==> src/rtl/ps2_host_tx.sv <==
// PS/2 host-to-device transmitter: inhibit, request-to-send, LSB-first byte with odd parity,
// device ACK check, per-edge timeout and automatic retries. Drives lines as pull-low enables only.

module ps2_line_filter #(
    parameter int FILTER_LEN = 8
) (
    input  logic Clk,
    input  logic Reset,
    input  logic line_in,
    output logic level_out
);

    localparam int CW = (FILTER_LEN > 1) ? $clog2(FILTER_LEN) : 1;
    localparam logic [CW-1:0] CNT_LAST = CW'(FILTER_LEN - 1);

    logic [1:0]    sync_r;
    logic [CW-1:0] cnt_r;
    logic          level_r;

    // Two-stage synchronizer; idle bus level is high.
    always_ff @(posedge Clk or posedge Reset) begin
        if (Reset) begin
            sync_r <= 2'b11;
        end else begin
            sync_r <= {sync_r[0], line_in};
        end
    end

    // Level follows the line only after FILTER_LEN consecutive opposite samples.
    always_ff @(posedge Clk or posedge Reset) begin
        if (Reset) begin
            cnt_r   <= '0;
            level_r <= 1'b1;
        end else if (sync_r[1] == level_r) begin
            cnt_r <= '0;
        end else if (cnt_r == CNT_LAST) begin
            cnt_r   <= '0;
            level_r <= sync_r[1];
        end else begin
            cnt_r <= cnt_r + 1'b1;
        end
    end

    assign level_out = level_r;

endmodule

module ps2_host_tx #(
    parameter int HOLD_CYCLES    = 5000,
    parameter int FILTER_LEN     = 8,
    parameter int TIMEOUT_CYCLES = 750000,
    parameter int MAX_RETRIES    = 2
) (
    input  logic       Clk,
    input  logic       Reset,
    input  logic       Ps2ClkIn,
    input  logic       Ps2DataIn,
    output logic       Ps2ClkLowEn,
    output logic       Ps2DataLowEn,
    input  logic       Write,
    input  logic [7:0] Data,
    output logic       Busy,
    output logic       Done,
    output logic       Error,
    output logic [1:0] ErrCode
);

    localparam int HW = (HOLD_CYCLES > 1) ? $clog2(HOLD_CYCLES) : 1;
    localparam int TW = (TIMEOUT_CYCLES > 1) ? $clog2(TIMEOUT_CYCLES) : 1;
    localparam int RW = (MAX_RETRIES > 0) ? $clog2(MAX_RETRIES + 1) : 1;

    localparam logic [HW-1:0] HOLD_LAST   = HW'(HOLD_CYCLES - 1);
    localparam logic [TW-1:0] TO_LAST     = TW'(TIMEOUT_CYCLES - 1);
    localparam logic [RW-1:0] MAX_RETRY_C = RW'(MAX_RETRIES);

    localparam logic [1:0] CODE_TIMEOUT = 2'b01;
    localparam logic [1:0] CODE_NO_ACK  = 2'b10;

    typedef enum logic [2:0] {
        ST_IDLE,
        ST_INHIBIT,
        ST_RTS,
        ST_SHIFT,
        ST_ACK,
        ST_WAIT_IDLE,
        ST_FAIL
    } state_t;

    function automatic logic odd_parity(input logic [7:0] d);
        return ~(^d);
    endfunction

    state_t        state_r;
    logic [9:0]    frame_r;
    logic [3:0]    bit_idx_r;
    logic [HW-1:0] hold_cnt_r;
    logic [TW-1:0] to_cnt_r;
    logic [RW-1:0] retry_r;
    logic [1:0]    fail_code_r;
    logic          clk_low_en_r;
    logic          data_low_en_r;
    logic          busy_r;
    logic          done_r;
    logic          error_r;
    logic [1:0]    err_code_r;
    logic          clk_filt_d_r;

    logic clk_filt_s;
    logic data_filt_s;
    logic clk_fall_s;
    logic clk_edge_s;
    logic to_active_s;
    logic to_hit_s;

    ps2_line_filter #(.FILTER_LEN(FILTER_LEN)) u_clk_filter (
        .Clk       (Clk),
        .Reset     (Reset),
        .line_in   (Ps2ClkIn),
        .level_out (clk_filt_s)
    );

    ps2_line_filter #(.FILTER_LEN(FILTER_LEN)) u_data_filter (
        .Clk       (Clk),
        .Reset     (Reset),
        .line_in   (Ps2DataIn),
        .level_out (data_filt_s)
    );

    // Previous filtered clock level for edge detection.
    always_ff @(posedge Clk or posedge Reset) begin
        if (Reset) begin
            clk_filt_d_r <= 1'b1;
        end else begin
            clk_filt_d_r <= clk_filt_s;
        end
    end

    assign clk_fall_s  = clk_filt_d_r & ~clk_filt_s;
    assign clk_edge_s  = clk_filt_d_r ^ clk_filt_s;
    assign to_active_s = (state_r == ST_RTS) || (state_r == ST_SHIFT) ||
                         (state_r == ST_ACK) || (state_r == ST_WAIT_IDLE);
    assign to_hit_s    = to_active_s && (to_cnt_r == TO_LAST) && !clk_edge_s;

    // Silent-device watchdog: restarts on every device clock edge and when RTS is entered.
    always_ff @(posedge Clk or posedge Reset) begin
        if (Reset) begin
            to_cnt_r <= '0;
        end else if (!to_active_s || (state_r == ST_RTS) || clk_edge_s) begin
            to_cnt_r <= '0;
        end else if (to_cnt_r != TO_LAST) begin
            to_cnt_r <= to_cnt_r + 1'b1;
        end else begin
            to_cnt_r <= to_cnt_r;
        end
    end

    // Transfer sequencer with registered line enables and status outputs.
    always_ff @(posedge Clk or posedge Reset) begin
        if (Reset) begin
            state_r       <= ST_IDLE;
            frame_r       <= '0;
            bit_idx_r     <= 4'd0;
            hold_cnt_r    <= '0;
            retry_r       <= '0;
            fail_code_r   <= 2'b00;
            clk_low_en_r  <= 1'b0;
            data_low_en_r <= 1'b0;
            busy_r        <= 1'b0;
            done_r        <= 1'b0;
            error_r       <= 1'b0;
            err_code_r    <= 2'b00;
        end else begin
            done_r  <= 1'b0;
            error_r <= 1'b0;
            case (state_r)
                ST_IDLE: begin
                    clk_low_en_r  <= 1'b0;
                    data_low_en_r <= 1'b0;
                    // Busy drops one cycle after the Done/Error pulse; Write is ignored meanwhile.
                    if (busy_r) begin
                        busy_r <= 1'b0;
                    end else if (Write) begin
                        frame_r      <= {1'b1, odd_parity(Data), Data};
                        busy_r       <= 1'b1;
                        err_code_r   <= 2'b00;
                        retry_r      <= '0;
                        hold_cnt_r   <= '0;
                        clk_low_en_r <= 1'b1;
                        state_r      <= ST_INHIBIT;
                    end else begin
                        state_r <= ST_IDLE;
                    end
                end
                ST_INHIBIT: begin
                    if (hold_cnt_r == HOLD_LAST) begin
                        clk_low_en_r  <= 1'b0;
                        data_low_en_r <= 1'b1;
                        state_r       <= ST_RTS;
                    end else begin
                        hold_cnt_r <= hold_cnt_r + 1'b1;
                    end
                end
                ST_RTS: begin
                    bit_idx_r <= 4'd0;
                    state_r   <= ST_SHIFT;
                end
                ST_SHIFT: begin
                    if (to_hit_s) begin
                        clk_low_en_r  <= 1'b0;
                        data_low_en_r <= 1'b0;
                        fail_code_r   <= CODE_TIMEOUT;
                        state_r       <= ST_FAIL;
                    end else if (clk_fall_s) begin
                        data_low_en_r <= ~frame_r[bit_idx_r];
                        if (bit_idx_r == 4'd9) begin
                            state_r <= ST_ACK;
                        end else begin
                            bit_idx_r <= bit_idx_r + 4'd1;
                        end
                    end else begin
                        state_r <= ST_SHIFT;
                    end
                end
                ST_ACK: begin
                    if (to_hit_s) begin
                        fail_code_r <= CODE_TIMEOUT;
                        state_r     <= ST_FAIL;
                    end else if (clk_fall_s) begin
                        if (!data_filt_s) begin
                            state_r <= ST_WAIT_IDLE;
                        end else begin
                            fail_code_r <= CODE_NO_ACK;
                            state_r     <= ST_FAIL;
                        end
                    end else begin
                        state_r <= ST_ACK;
                    end
                    clk_low_en_r  <= 1'b0;
                    data_low_en_r <= 1'b0;
                end
                ST_WAIT_IDLE: begin
                    if (to_hit_s) begin
                        fail_code_r <= CODE_TIMEOUT;
                        state_r     <= ST_FAIL;
                    end else if (clk_filt_s && data_filt_s) begin
                        done_r  <= 1'b1;
                        retry_r <= '0;
                        state_r <= ST_IDLE;
                    end else begin
                        state_r <= ST_WAIT_IDLE;
                    end
                end
                ST_FAIL: begin
                    data_low_en_r <= 1'b0;
                    if (retry_r < MAX_RETRY_C) begin
                        retry_r      <= retry_r + 1'b1;
                        hold_cnt_r   <= '0;
                        clk_low_en_r <= 1'b1;
                        state_r      <= ST_INHIBIT;
                    end else begin
                        clk_low_en_r <= 1'b0;
                        error_r      <= 1'b1;
                        err_code_r   <= fail_code_r;
                        retry_r      <= '0;
                        state_r      <= ST_IDLE;
                    end
                end
                default: begin
                    clk_low_en_r  <= 1'b0;
                    data_low_en_r <= 1'b0;
                    state_r       <= ST_IDLE;
                end
            endcase
        end
    end

    assign Ps2ClkLowEn  = clk_low_en_r;
    assign Ps2DataLowEn = data_low_en_r;
    assign Busy         = busy_r;
    assign Done         = done_r;
    assign Error        = error_r;
    assign ErrCode      = err_code_r;

endmodule

==> config.mk <==
export PLATFORM = sky130hd
export DESIGN_NAME = ps2_host_tx
export DESIGN_NICKNAME = d
export VERILOG_FILES = /design/src/rtl/ps2_host_tx.sv
export SDC_FILE = /design/constraint.sdc
export NUM_CORES = 1
export LEC_CHECK = 0
export CAP_MARGIN = 20
export CORE_ASPECT_RATIO = 1.5
export CORE_MARGIN = 1.5
export CORE_UTILIZATION = 62
export CTS_BUF_LIST = sky130_fd_sc_hd__clkbuf_8
export DETAILED_ROUTE_END_ITERATION = 7
export PLACE_DENSITY_LB_ADDON = 0.2
export SLEW_MARGIN = 20
export SYNTH_ARGS = -nofsm -noshare
export SYNTH_HDL_FRONTEND = slang
export SYNTH_HIERARCHICAL = 1
export SYNTH_SLANG_ARGS = --single-unit
==> constraint.sdc <==
create_clock -name Clk -period 2.14 [get_ports Clk]
set_input_delay 0.214 -clock Clk [delete_from_list [all_inputs] [get_ports Clk]]
set_output_delay 0.214 -clock Clk [all_outputs]
set_load 0.02 [all_outputs]
==> flow_summary.html <==
<table>
<tr><th>Metric</th><th>Value</th></tr>
<tr><th colspan="2">Pwr</th></tr>
<tr><td>Fraction of power spent switching nets</td><td>30.6%</td></tr>
<tr><td>Combinational power share</td><td>25.3%</td></tr>
<tr><td>Int Power</td><td>2800 µW</td></tr>
<tr><td>Worst voltage drop across the vdd grid</td><td>0.632 mV</td></tr>
<tr><td>Leakage power</td><td>0.00185 µW</td></tr>
<tr><td>Power dissipated by switching net loads</td><td>1230 µW</td></tr>
<tr><td>Clock network power share</td><td>26.5%</td></tr>
<tr><td>Post-layout power</td><td>4030 µW</td></tr>
<tr><td>Power share of the sequential group</td><td>48.2%</td></tr>
<tr><td>Power density of the placed cells</td><td>918 nW/µm²</td></tr>
<tr><th colspan="2">STA</th></tr>
<tr><td>Least-Margin Pin Slew</td><td>0.434 ns</td></tr>
<tr><td>Max-slew violations</td><td>0</td></tr>
<tr><td>Maximum clock frequency</td><td>496 MHz</td></tr>
<tr><td>Number of hold-slack violations in the final timing report</td><td>0</td></tr>
<tr><td>Final clock skew</td><td>0.0180 ns</td></tr>
<tr><td>Setup ws final</td><td>0.125 ns</td></tr>
<tr><td>Setup_tns</td><td>0 ns</td></tr>
<tr><td>Clock period minus final worst setup slack</td><td>2.02 ns</td></tr>
<tr><td>Final number of setup-violating endpoints</td><td>0</td></tr>
<tr><td>Period utilisation layout</td><td>94.2%</td></tr>
<tr><td>Unrepaired setup endpoints after global routing</td><td>false</td></tr>
<tr><td>Worst slew margin relative to its limit</td><td>70.8%</td></tr>
<tr><th colspan="2">Synthesis</th></tr>
<tr><td>Number of unique standard cell types used by synthesis</td><td>60</td></tr>
<tr><td>Register bit count reported by yosys</td><td>74</td></tr>
<tr><td>Synth Flop Type</td><td>sky130_fd_sc_hd__dfrtp_1</td></tr>
<tr><td>Syn nets</td><td>392</td></tr>
<tr><td>Number of synthesis warnings</td><td>6</td></tr>
<tr><td>Cells after synthesis</td><td>370</td></tr>
<tr><td>Netlist Area Pre-Place</td><td>3850 µm²</td></tr>
<tr><td>Post-synth EDFFs</td><td>0</td></tr>
<tr><td>Mean cell area of the mapped netlist</td><td>10.4 µm²</td></tr>
<tr><td>Sequential-to-total area share from yosys stat</td><td>48.3%</td></tr>
<tr><td>Async set-or-reset flop fraction in the synthesized netlist</td><td>100%</td></tr>
<tr><th colspan="2">Floorplan</th></tr>
<tr><td>Die height</td><td>99.5 µm</td></tr>
<tr><td>Core area</td><td>6090 µm²</td></tr>
<tr><td>Starting Density</td><td>63.3%</td></tr>
<tr><td>I/O Pins</td><td>20</td></tr>
<tr><td>Width of the chip</td><td>67.4 µm</td></tr>
<tr><td>Floorplan die area</td><td>6700 µm²</td></tr>
<tr><td>Number of rows created at floorplan</td><td>35</td></tr>
<tr><th colspan="2">Global routing</th></tr>
<tr><td>Global-route usage over all layers</td><td>26.1%</td></tr>
<tr><td>Pin count of the biggest net entering global routing</td><td>63</td></tr>
<tr><td>Met2 Track Usage GR</td><td>45.5%</td></tr>
<tr><td>Initial antenna violation count</td><td>0</td></tr>
<tr><td>Met1 Use GR</td><td>30.8%</td></tr>
<tr><td>Met3 usage</td><td>5.09%</td></tr>
<tr><td>Vias in the first global route</td><td>2937</td></tr>
<tr><td>GR peak layer</td><td>met2</td></tr>
<tr><td>Wire length of the first global-routing pass</td><td>13300 µm</td></tr>
<tr><td>Global route overflow</td><td>0</td></tr>
<tr><th colspan="2">Critical path</th></tr>
<tr><td>Type of origin of the critical path</td><td>register</td></tr>
<tr><td>Worst Setup Path Type</td><td>reg2reg</td></tr>
<tr><td>Crit-path cells</td><td>inv_1 &gt; ha_1 &gt; a21boi_2 &gt; buf_4 &gt; a31oi_1 &gt; o211ai_1 &gt; mux2_2</td></tr>
<tr><td>Worst EP required</td><td>2.38 ns</td></tr>
<tr><td>Arrival time at the worst endpoint</td><td>2.25 ns</td></tr>
<tr><td>Worst-path maximum fanout</td><td>6</td></tr>
<tr><td>Crit-path max cell delay</td><td>0.58 ns</td></tr>
<tr><td>Critical-path cell with the highest stage delay</td><td>sky130_fd_sc_hd__dfstp_2</td></tr>
<tr><td>Type of destination of the critical path</td><td>register</td></tr>
<tr><th colspan="2">Place</th></tr>
<tr><td>GPL Wtd Cong</td><td>0.856</td></tr>
<tr><td>Port Buffer Count</td><td>19</td></tr>
<tr><td>Worst setup slack before clock tree synthesis</td><td>0.113 ns</td></tr>
<tr><td>HPWL after detailed placement</td><td>5620 µm</td></tr>
<tr><th colspan="2">Cells and area</th></tr>
<tr><td>Commonest cells after routing, fill and taps aside</td><td>67 x sky130_fd_sc_hd__dfrtp_1, 40 x sky130_fd_sc_hd__nor2_1, 23 x sky130_fd_sc_hd__nand2_1</td></tr>
<tr><td>Post-synthesis to final-layout area growth</td><td>14.1%</td></tr>
<tr><td>Number of nets at the end of the flow</td><td>424</td></tr>
<tr><td>Share of final-layout standard cells stronger than drive strength 1</td><td>17.2%</td></tr>
<tr><td>Most common cell after layout, fill and taps aside</td><td>sky130_fd_sc_hd__dfrtp_1</td></tr>
<tr><td>Number of inserted diodes</td><td>0</td></tr>
<tr><th colspan="2">Worst hold path</th></tr>
<tr><td>Type of the worst min-delay path</td><td>in2async</td></tr>
<tr><th colspan="2">Drt</th></tr>
<tr><td>Router iterations before antenna repair</td><td>7</td></tr>
<tr><td>Count of unresolved DRC violations after routing</td><td>0</td></tr>
<tr><td>Via count of the routed design</td><td>2864</td></tr>
<tr><td>Violation count after the first detailed-route iteration</td><td>123</td></tr>
<tr><td>Average wire per standard cell</td><td>16.4 µm</td></tr>
<tr><td>DR vias/cell</td><td>5.95</td></tr>
<tr><td>Remaining antenna violation count after routing</td><td>0</td></tr>
<tr><td>Detailed Route WL</td><td>7880 µm</td></tr>
<tr><th colspan="2">Run</th></tr>
<tr><td>Max-capacitance violation count</td><td>0</td></tr>
<tr><th colspan="2">CTS</th></tr>
<tr><td>Clock root buffer</td><td>sky130_fd_sc_hd__clkbuf_8</td></tr>
<tr><td>Hold-fix buffers at CTS</td><td>0</td></tr>
<tr><td>Clock latency of the later-clocked register in the worst-skew pair</td><td>0.35 ns</td></tr>
<tr><td>Sinks on the clock net</td><td>74</td></tr>
<tr><td>TritonCTS clock tree</td><td>built</td></tr>
<tr><td>Number of buffers added by the clock tree synthesis step</td><td>9</td></tr>
<tr><td>H-tree levels</td><td>3</td></tr>
<tr><td>Worst-case clock buffer depth</td><td>2</td></tr>
<tr><td>CTS clock-pin slew for the worst setup and hold paths</td><td>0.08 ns</td></tr>
<tr><th colspan="2">Status</th></tr>
<tr><td>Run status</td><td>completed</td></tr>
</table>
[final cells by class]
type | instances | area, µm²
Clock buffer | 10 | 138
Clock inverter | 6 | 58.8
Fill cell | 449 | 1690
Inverter | 16 | 60.1
Multi-Input combinational cell | 268 | 1880
Sequential cell | 74 | 1860
Tap cell | 74 | 92.6
Timing Repair Buffer | 33 | 308
[routing by layer]
layer,vias to the layer above,share of wire [%]
met5,-,0
met4,0,2.4
li1,1367,-
met1,1432,41
met2,48,54
met3,17,2.6
[critical path, delay by kind of cell, from the launching register on]
kind / cells / cell delay [ns]
compound gates: 3 / 0.50
flops: 1 / 0.58
buf+inv: 2 / 0.21
mux: 1 / 0.30
fa+ha+maj: 1 / 0.30
[through the flow]
stage	std cells	util, %	hold WS [ns]	cell area [µm²]
floorplan	370	-	0.00278	3850
global placement	465	68.9	0.346	4190
detailed placement	465	68.9	0.347	4190
CTS	481	72.1	0.145	4390
global route	481	72.2	0.184	4390
finish	481	72.2	0.146	4390
[worst paths after layout]
path / start / depth (start not counted) / end / slack [ns]
min in group Clk: Ps2ClkIn / 1 / u_clk_filter/sync_r[0] / 0.27
max in group asynchronous: Reset / 3 / clk_filt_d_r / 1.55
worst max-delay path: u_clk_filter/level_out / 7 / retry_r[0] / 0.12
worst min-delay path: Reset / 2 / u_clk_filter/cnt_r[0] / 0.15
worst min register to register: u_clk_filter/sync_r[0] / 0 / u_clk_filter/sync_r[1] / 0.36
worst max register to register: u_clk_filter/level_out / 7 / retry_r[0] / 0.12
[power groups by stage]
stage,sequential [µW],combinational [µW],clock [µW]
detailed placement,1970,1020,0
finish,1940,1020,1070
floorplan,1920,741,0
CTS,1950,1030,1100
global placement,1950,976,0
global route,1990,1130,1160
[cells in the mapped netlist, types with 4 or more instances]
library cell	number	area (µm²)
sky130_fd_sc_hd__mux2_2	13	146
sky130_fd_sc_hd__nor2_1	41	154
sky130_fd_sc_hd__nor2b_1	4	25.0
sky130_fd_sc_hd__nand2b_1	4	25.0
sky130_fd_sc_hd__nor3_2	4	40.0
sky130_fd_sc_hd__and3_1	7	43.8
sky130_fd_sc_hd__clkbuf_1	5	18.8
sky130_fd_sc_hd__nand3_1	16	80.1
sky130_fd_sc_hd__xor2_1	9	78.8
sky130_fd_sc_hd__nor3b_2	4	50.1
sky130_fd_sc_hd__ha_1	9	113
sky130_fd_sc_hd__dfstp_2	7	184
sky130_fd_sc_hd__or3_1	4	25.0
sky130_fd_sc_hd__nand2_1	24	90.1
sky130_fd_sc_hd__inv_1	16	60.1
sky130_fd_sc_hd__a21oi_1	7	35.0
sky130_fd_sc_hd__xnor2_1	22	193
sky130_fd_sc_hd__o21ai_0	9	45.0
sky130_fd_sc_hd__nor4_1	4	25.0
sky130_fd_sc_hd__nor3_1	13	65.1
sky130_fd_sc_hd__and2_1	9	56.3
sky130_fd_sc_hd__nand4_1	4	25.0
sky130_fd_sc_hd__buf_2	6	30.0
sky130_fd_sc_hd__dfrtp_1	67	1680
[sequential cells by signal, indices dropped and copies added (netlist names), 2 cells and up]
| name | count |
|---|---|
| bit_idx_r | 4 |
| to_cnt_r | 20 |
| u_clk_filter/cnt_r | 3 |
| ErrCode | 2 |
| fail_code_r | 2 |
| frame_r | 10 |
| u_clk_filter/sync_r | 2 |
| retry_r | 2 |
| hold_cnt_r | 13 |
| u_data_filter/cnt_r | 3 |
| u_data_filter/sync_r | 2 |
| state_r | 3 |
[kinds of logic (layout without fill, tap and decap cells)]
| logic type | after synthesis | in the layout | share of synthesized area (%) |
|---|---|---|---|
| adders and majority gates | 9 | 9 | 2.92 |
| DFF | 74 | 74 | 48.3 |
| AOI/OAI and AO/OA | 52 | 52 | 10.0 |
| muxes | 19 | 19 | 6.08 |
| buffers and inverters | 28 | 65 | 3.12 |
| and+or+nand+nor | 157 | 157 | 22.5 |
| xor gates and xnor gates | 31 | 31 | 7.05 |
[repair_timing]
action	CTS	global route
gates resized for setup	0	2
endpoints found under the setup margin	0	2
endpoints found under the hold margin	0	0
buffers inserted	0	0
Note: power is estimated with default switching activity, not from simulation.
==> variant 1: new RTL, same settings <==
Set the parameter `TIMEOUT_CYCLES` to 3000000 (it was 750000).
--- a/src/rtl/ps2_host_tx.sv
+++ b/src/rtl/ps2_host_tx.sv
@@ -50,3 +50,3 @@
     parameter int FILTER_LEN     = 8,
-    parameter int TIMEOUT_CYCLES = 750000,
+    parameter int TIMEOUT_CYCLES = 3000000,
     parameter int MAX_RETRIES    = 2
Function: no difference found for any inputs over 10 cycles, from zero or initial values and one cycle with Reset high; that may be too few to reach the edited logic, so the function may still have changed.
==> variant 1 against the original RTL <==
Global-route usage grew 0.38 points; cell area grew 3.9%; wire length grew 2.8%; area after synthesis grew 3.5%; sequential cell count grew 2; synthesized cell count grew 5.7%; setup slack lost 0.018 ns; fmax shrank 0.87%; die area grew 3.4%.
Power is not compared: it rests on default switching activity, and its combinational part moved more than twofold at a synthesized area within 25%.
==> variant 1: results (changes against the original RTL) <==
Route
  – Number of vias per cell: 6.01 (+1.0%)
  – Count of TritonRoute iterations in the first routing pass: 4 (-3)
  – 1st-iter DRT viols: 158 (+28%)

Synth
  – Largest cells by area after synthesis: sky130_fd_sc_hd__dfrtp_1 43%, sky130_fd_sc_hd__dfstp_2 4.6%, sky130_fd_sc_hd__xnor2_1 4.2%
  – Portion of the post-synthesis area used by sequential elements: 47.9% (-0.38 points)
  – Net count after synthesis: 413 (+5.4%)
  – Share of synthesized cell area in full adder, half adder and majority cells: 2.82% (-0.099 points)
  – Number of different library cells in the post-synthesis netlist: 63 (+5.0%)
  – Synth Area in Compound Gates: 12.4% (+2.4 points)
  – Most frequent cells after synthesis: 69 x sky130_fd_sc_hd__dfrtp_1, 35 x sky130_fd_sc_hd__nor2_1, 29 x sky130_fd_sc_hd__nand2_1

Timing
  – Transition time at the pin with the least slew margin: 0.492 ns (+0.0583 ns)
  – Worst clock skew on the final layout: 0.0120 ns (-0.00593 ns)
  – Post-layout min period: 2.03 ns (+0.0176 ns)

Global route
  – Pin count of the biggest net entering global routing: 65 (+3.2%)
  – Global-route wire length before repair: 13700 um (+3.3%)
  – Via count of the first global-routing pass: 3006 (+2.3%)

Placed design
  – Number of placed instances with taps included: 490 (+5.4%)
  – Half-perimeter wire length of the detailed placement result: 5680 um (+1.1%)
  – RePlAce Congestion: 0.881 (+2.9%)

Worst setup path
  – Worst-path fanout max: 9 (+3)
  – Minimum setup slack among reg-to-reg paths: 0.11 ns (-0.02 ns)
  – Highest cell delay on the worst timing path: 0.49 ns (-0.09 ns)
  – Worst Setup EP: bit_idx_r[3]
  – Category of cells accounting for the largest share of critical-path delay: simple AND/OR/NAND/NOR gates
  – Source of the worst register-to-register timing path: state_r[2]
  – Worst endpoint data arrival time: 2.30 ns (+0.05 ns)

Run status
  – Outcome: complete, no violations
-- variant 1: cell count changes in the layout (fill, tap and decap cells not counted), sizes merged, moves of 4 or more --
cell and delta:
mux2 -4, nor3 -7, nand3 +5, nand2 +5, nand4 +4, buf +4
a21oi +12, xor2 +4, nor2 -6, or4 +4, o21ai +5, o31ai +8
-- variant 1: kinds of logic after synthesis --
| logic type | Yosys count |
|---|---|
| compound gates | 74 |
| xor+xnor | 32 |
| buf+inv | 29 |
| fa+ha+maj | 9 |
| mux | 15 |
| simple gates | 156 |
| flops | 76 |
-- variant 1: worst min-delay path by stage --
| stage | from | endpoint | slack [ns] | cells past startpoint |
|---|---|---|---|---|
| after global placement | u_clk_filter/sync_r[0] | u_clk_filter/sync_r[1] | 0.35 | 0 |
| after floorplan | Reset | u_clk_filter/cnt_r[0] | 0.003 | 1 |
| after CTS | Reset | u_data_filter/cnt_r[2] | 0.15 | 2 |
| after detailed placement | u_clk_filter/sync_r[0] | u_clk_filter/sync_r[1] | 0.35 | 0 |
| final | Reset | u_data_filter/cnt_r[0] | 0.15 | 2 |
| after global routing | Reset | u_data_filter/cnt_r[0] | 0.15 | 2 |
-- variant 1: worst reg2reg max path, delay by kind of cell (launching register included) --
family / cells / cell delay (ns)
flops: 1 / 0.48
simple gates: 2 / 0.65
buf+inv: 1 / 0.20
compound gates: 3 / 0.62
-- variant 1: metal layers --
metal	up-vias	wire length (um)	track usage, %
li1	1482	-	-
met1	1488	3460	31.6
met2	53	4250	46.2
met3	20	211	5.11
met4	0	180	10.0
met5	-	0	0
-- variant 1: cell type report --
type	instances	area [um^2]
Clock buffer	9	124
Clock inverter	7	70.1
Fill cell	456	1610
Inverter	17	63.8
Multi-Input combinational cell	286	1960
Sequential cell	76	1910
Tap cell	74	92.6
Timing Repair Buffer	37	338
==> variant 2: new RTL, same settings <==
Without the edit above. Register the output `ErrCode` once more, without a reset; this adds one clock of latency there. The other outputs are not delayed to match.
--- a/src/rtl/ps2_host_tx.sv
+++ b/src/rtl/ps2_host_tx.sv
@@ -281,3 +281,5 @@
     assign Error        = error_r;
-    assign ErrCode      = err_code_r;
+    always_ff @(posedge Clk) begin
+        ErrCode <= err_code_r;
+    end
 
Check against the original RTL: same outputs for any inputs over 10 cycles, from zero or initial values and one cycle with Reset high; that may be too few to reach the edited logic, so the function may still have changed.
==> variant 2 against the original RTL <==
Area after synthesis down 0.91%; sequential share of layout area up 0.27 points; die area down 0.88%; sequential cell count up 2; setup slack better by 0.0051 ns; wire length down 1.6%; utilization up 3.8 points; cell area up 1.6%; first-iteration DRC count up 61%.
Power is not compared: it rests on default switching activity, and its combinational part moved more than twofold at a synthesized area within 25%.
==> variant 2: results (changes against the original RTL) <==
Timing
  – Transition time at the pin with the least slew margin: 0.465 ns (+0.0310 ns)
  – Worst-case hold slack: 0.145 ns (-0.000903 ns)
  – Worst clock skew on the final layout: 0.0121 ns (-0.00582 ns)
  – Post-layout min period: 2.01 ns (-0.00510 ns)

Placed design
  – Half-perimeter wire length of the detailed placement result: 5460 um (-2.9%)
  – Post-placement cell area: 0.00424 mm^2 (+1.3%)
  – RePlAce Congestion: 0.883 (+3.1%)
  – Number of placed instances with taps included: 469 (+0.86%)
  – Worst Setup Slack post-DPL: 0.0525 ns (-0.0602 ns)

Worst setup path
  – Standard cell with the maximum stage delay on the critical path: sky130_fd_sc_hd__or4_4
  – Worst Setup EP: state_r[2]
  – Highest cell delay on the worst timing path: 0.54 ns (-0.04 ns)
  – Source of the worst register-to-register timing path: to_cnt_r[10]
  – Category of cells accounting for the largest share of critical-path delay: simple AND/OR/NAND/NOR gates
  – Worst-path fanout max: 8 (+2)
  – Number of cells on the worst reg-to-reg path: 5 (-2)

Route
  – Met3 Routed Length: 214 um (+5.9%)
  – Post-route met1 wirelength: 3270 um (+1.8%)
  – Detailed-route wire length per cell: 16.0 um (-2.4%)
  – 1st-iter DRT viols: 198 (+61%)
  – Detail Route met2 WL: 4110 um (-3.8%)
  – Count of TritonRoute iterations in the first routing pass: 4 (-3)
  – Remaining number of nets flagged by the antenna check after routing: 0 (unchanged)
  – Total number of vias: 2875 (+0.38%)
  – Total Wirelength: 7750 um (-1.6%)

Final layout
  – Post-layout nets: 430 (+1.4%)
  – Share of cells above drive strength 1: 17.7% (+0.48 points)

Synth
  – Portion of the post-synthesis area used by sequential elements: 49.8% (+1.5 points)
  – Net count after synthesis: 386 (-1.5%)
  – Number of different library cells in the post-synthesis netlist: 58 (-3.3%)
  – Number of instances in the synthesized netlist: 364 (-1.6%)
  – Most frequent cells after synthesis: 67 x sky130_fd_sc_hd__dfrtp_1, 42 x sky130_fd_sc_hd__nor2_1, 30 x sky130_fd_sc_hd__nand2_1
  – Async SR Flop Fraction: 97.4% (-2.6 points)
  – Largest cells by area after synthesis: sky130_fd_sc_hd__dfrtp_1 44%, sky130_fd_sc_hd__xor2_1 5.3%, sky130_fd_sc_hd__dfstp_2 4.8%

Global route
  – Global-route wire length before repair: 13500 um (+1.6%)
  – Pin count of the biggest net entering global routing: 37 (-41%)
  – Met1 Resource Use GR: 33.5% (+2.8 points)
  – Global-route track usage on met3: 6.16% (+1.1 points)
  – Aggregate global-route resource usage: 26.9% (+0.74 points)
  – Grt met2 use: 44.9% (-0.69 points)

Power and ir drop
  – Switching power of the nets: approximately 720 uW
  – Cell area power density: around 680 mW/mm^2
  – Leading power group: registers

Run status
  – Outcome: complete, no violations

Clock network
  – Source-to-sink clock delay at the later pin of the worst-skew pair: 0.35 ns (about the same)
[variant 2: cell count changes after synthesis, sizes merged, moves of 6 or more]
cell   change
xnor2      -9
nand3      -6
nand2      +6
buf        -6
xor2      +14
nand4     +12
nor3      -10
[variant 2: cell families (layout without fill, tap and decap cells)]
| group | count (synthesis) | in the layout | synth area share (%) |
|---|---|---|---|
| xor+xnor | 36 | 36 | 8.26 |
| mux | 16 | 16 | 5.21 |
| flops | 76 | 76 | 49.8 |
| fa+ha+maj | 9 | 9 | 2.95 |
| simple gates | 157 | 157 | 22.3 |
| buf+inv | 22 | 71 | 2.36 |
| compound gates | 48 | 48 | 9.08 |
[variant 2: cell type report]
cell class	instances	area (um^2)
multi-input combinational	266	1830
fill	402	1410
sequential	76	1900
tap	72	90.1
timing repair buffer	43	383
clock inverter	7	92.6
clock buffer	9	124
inverter	12	45.0
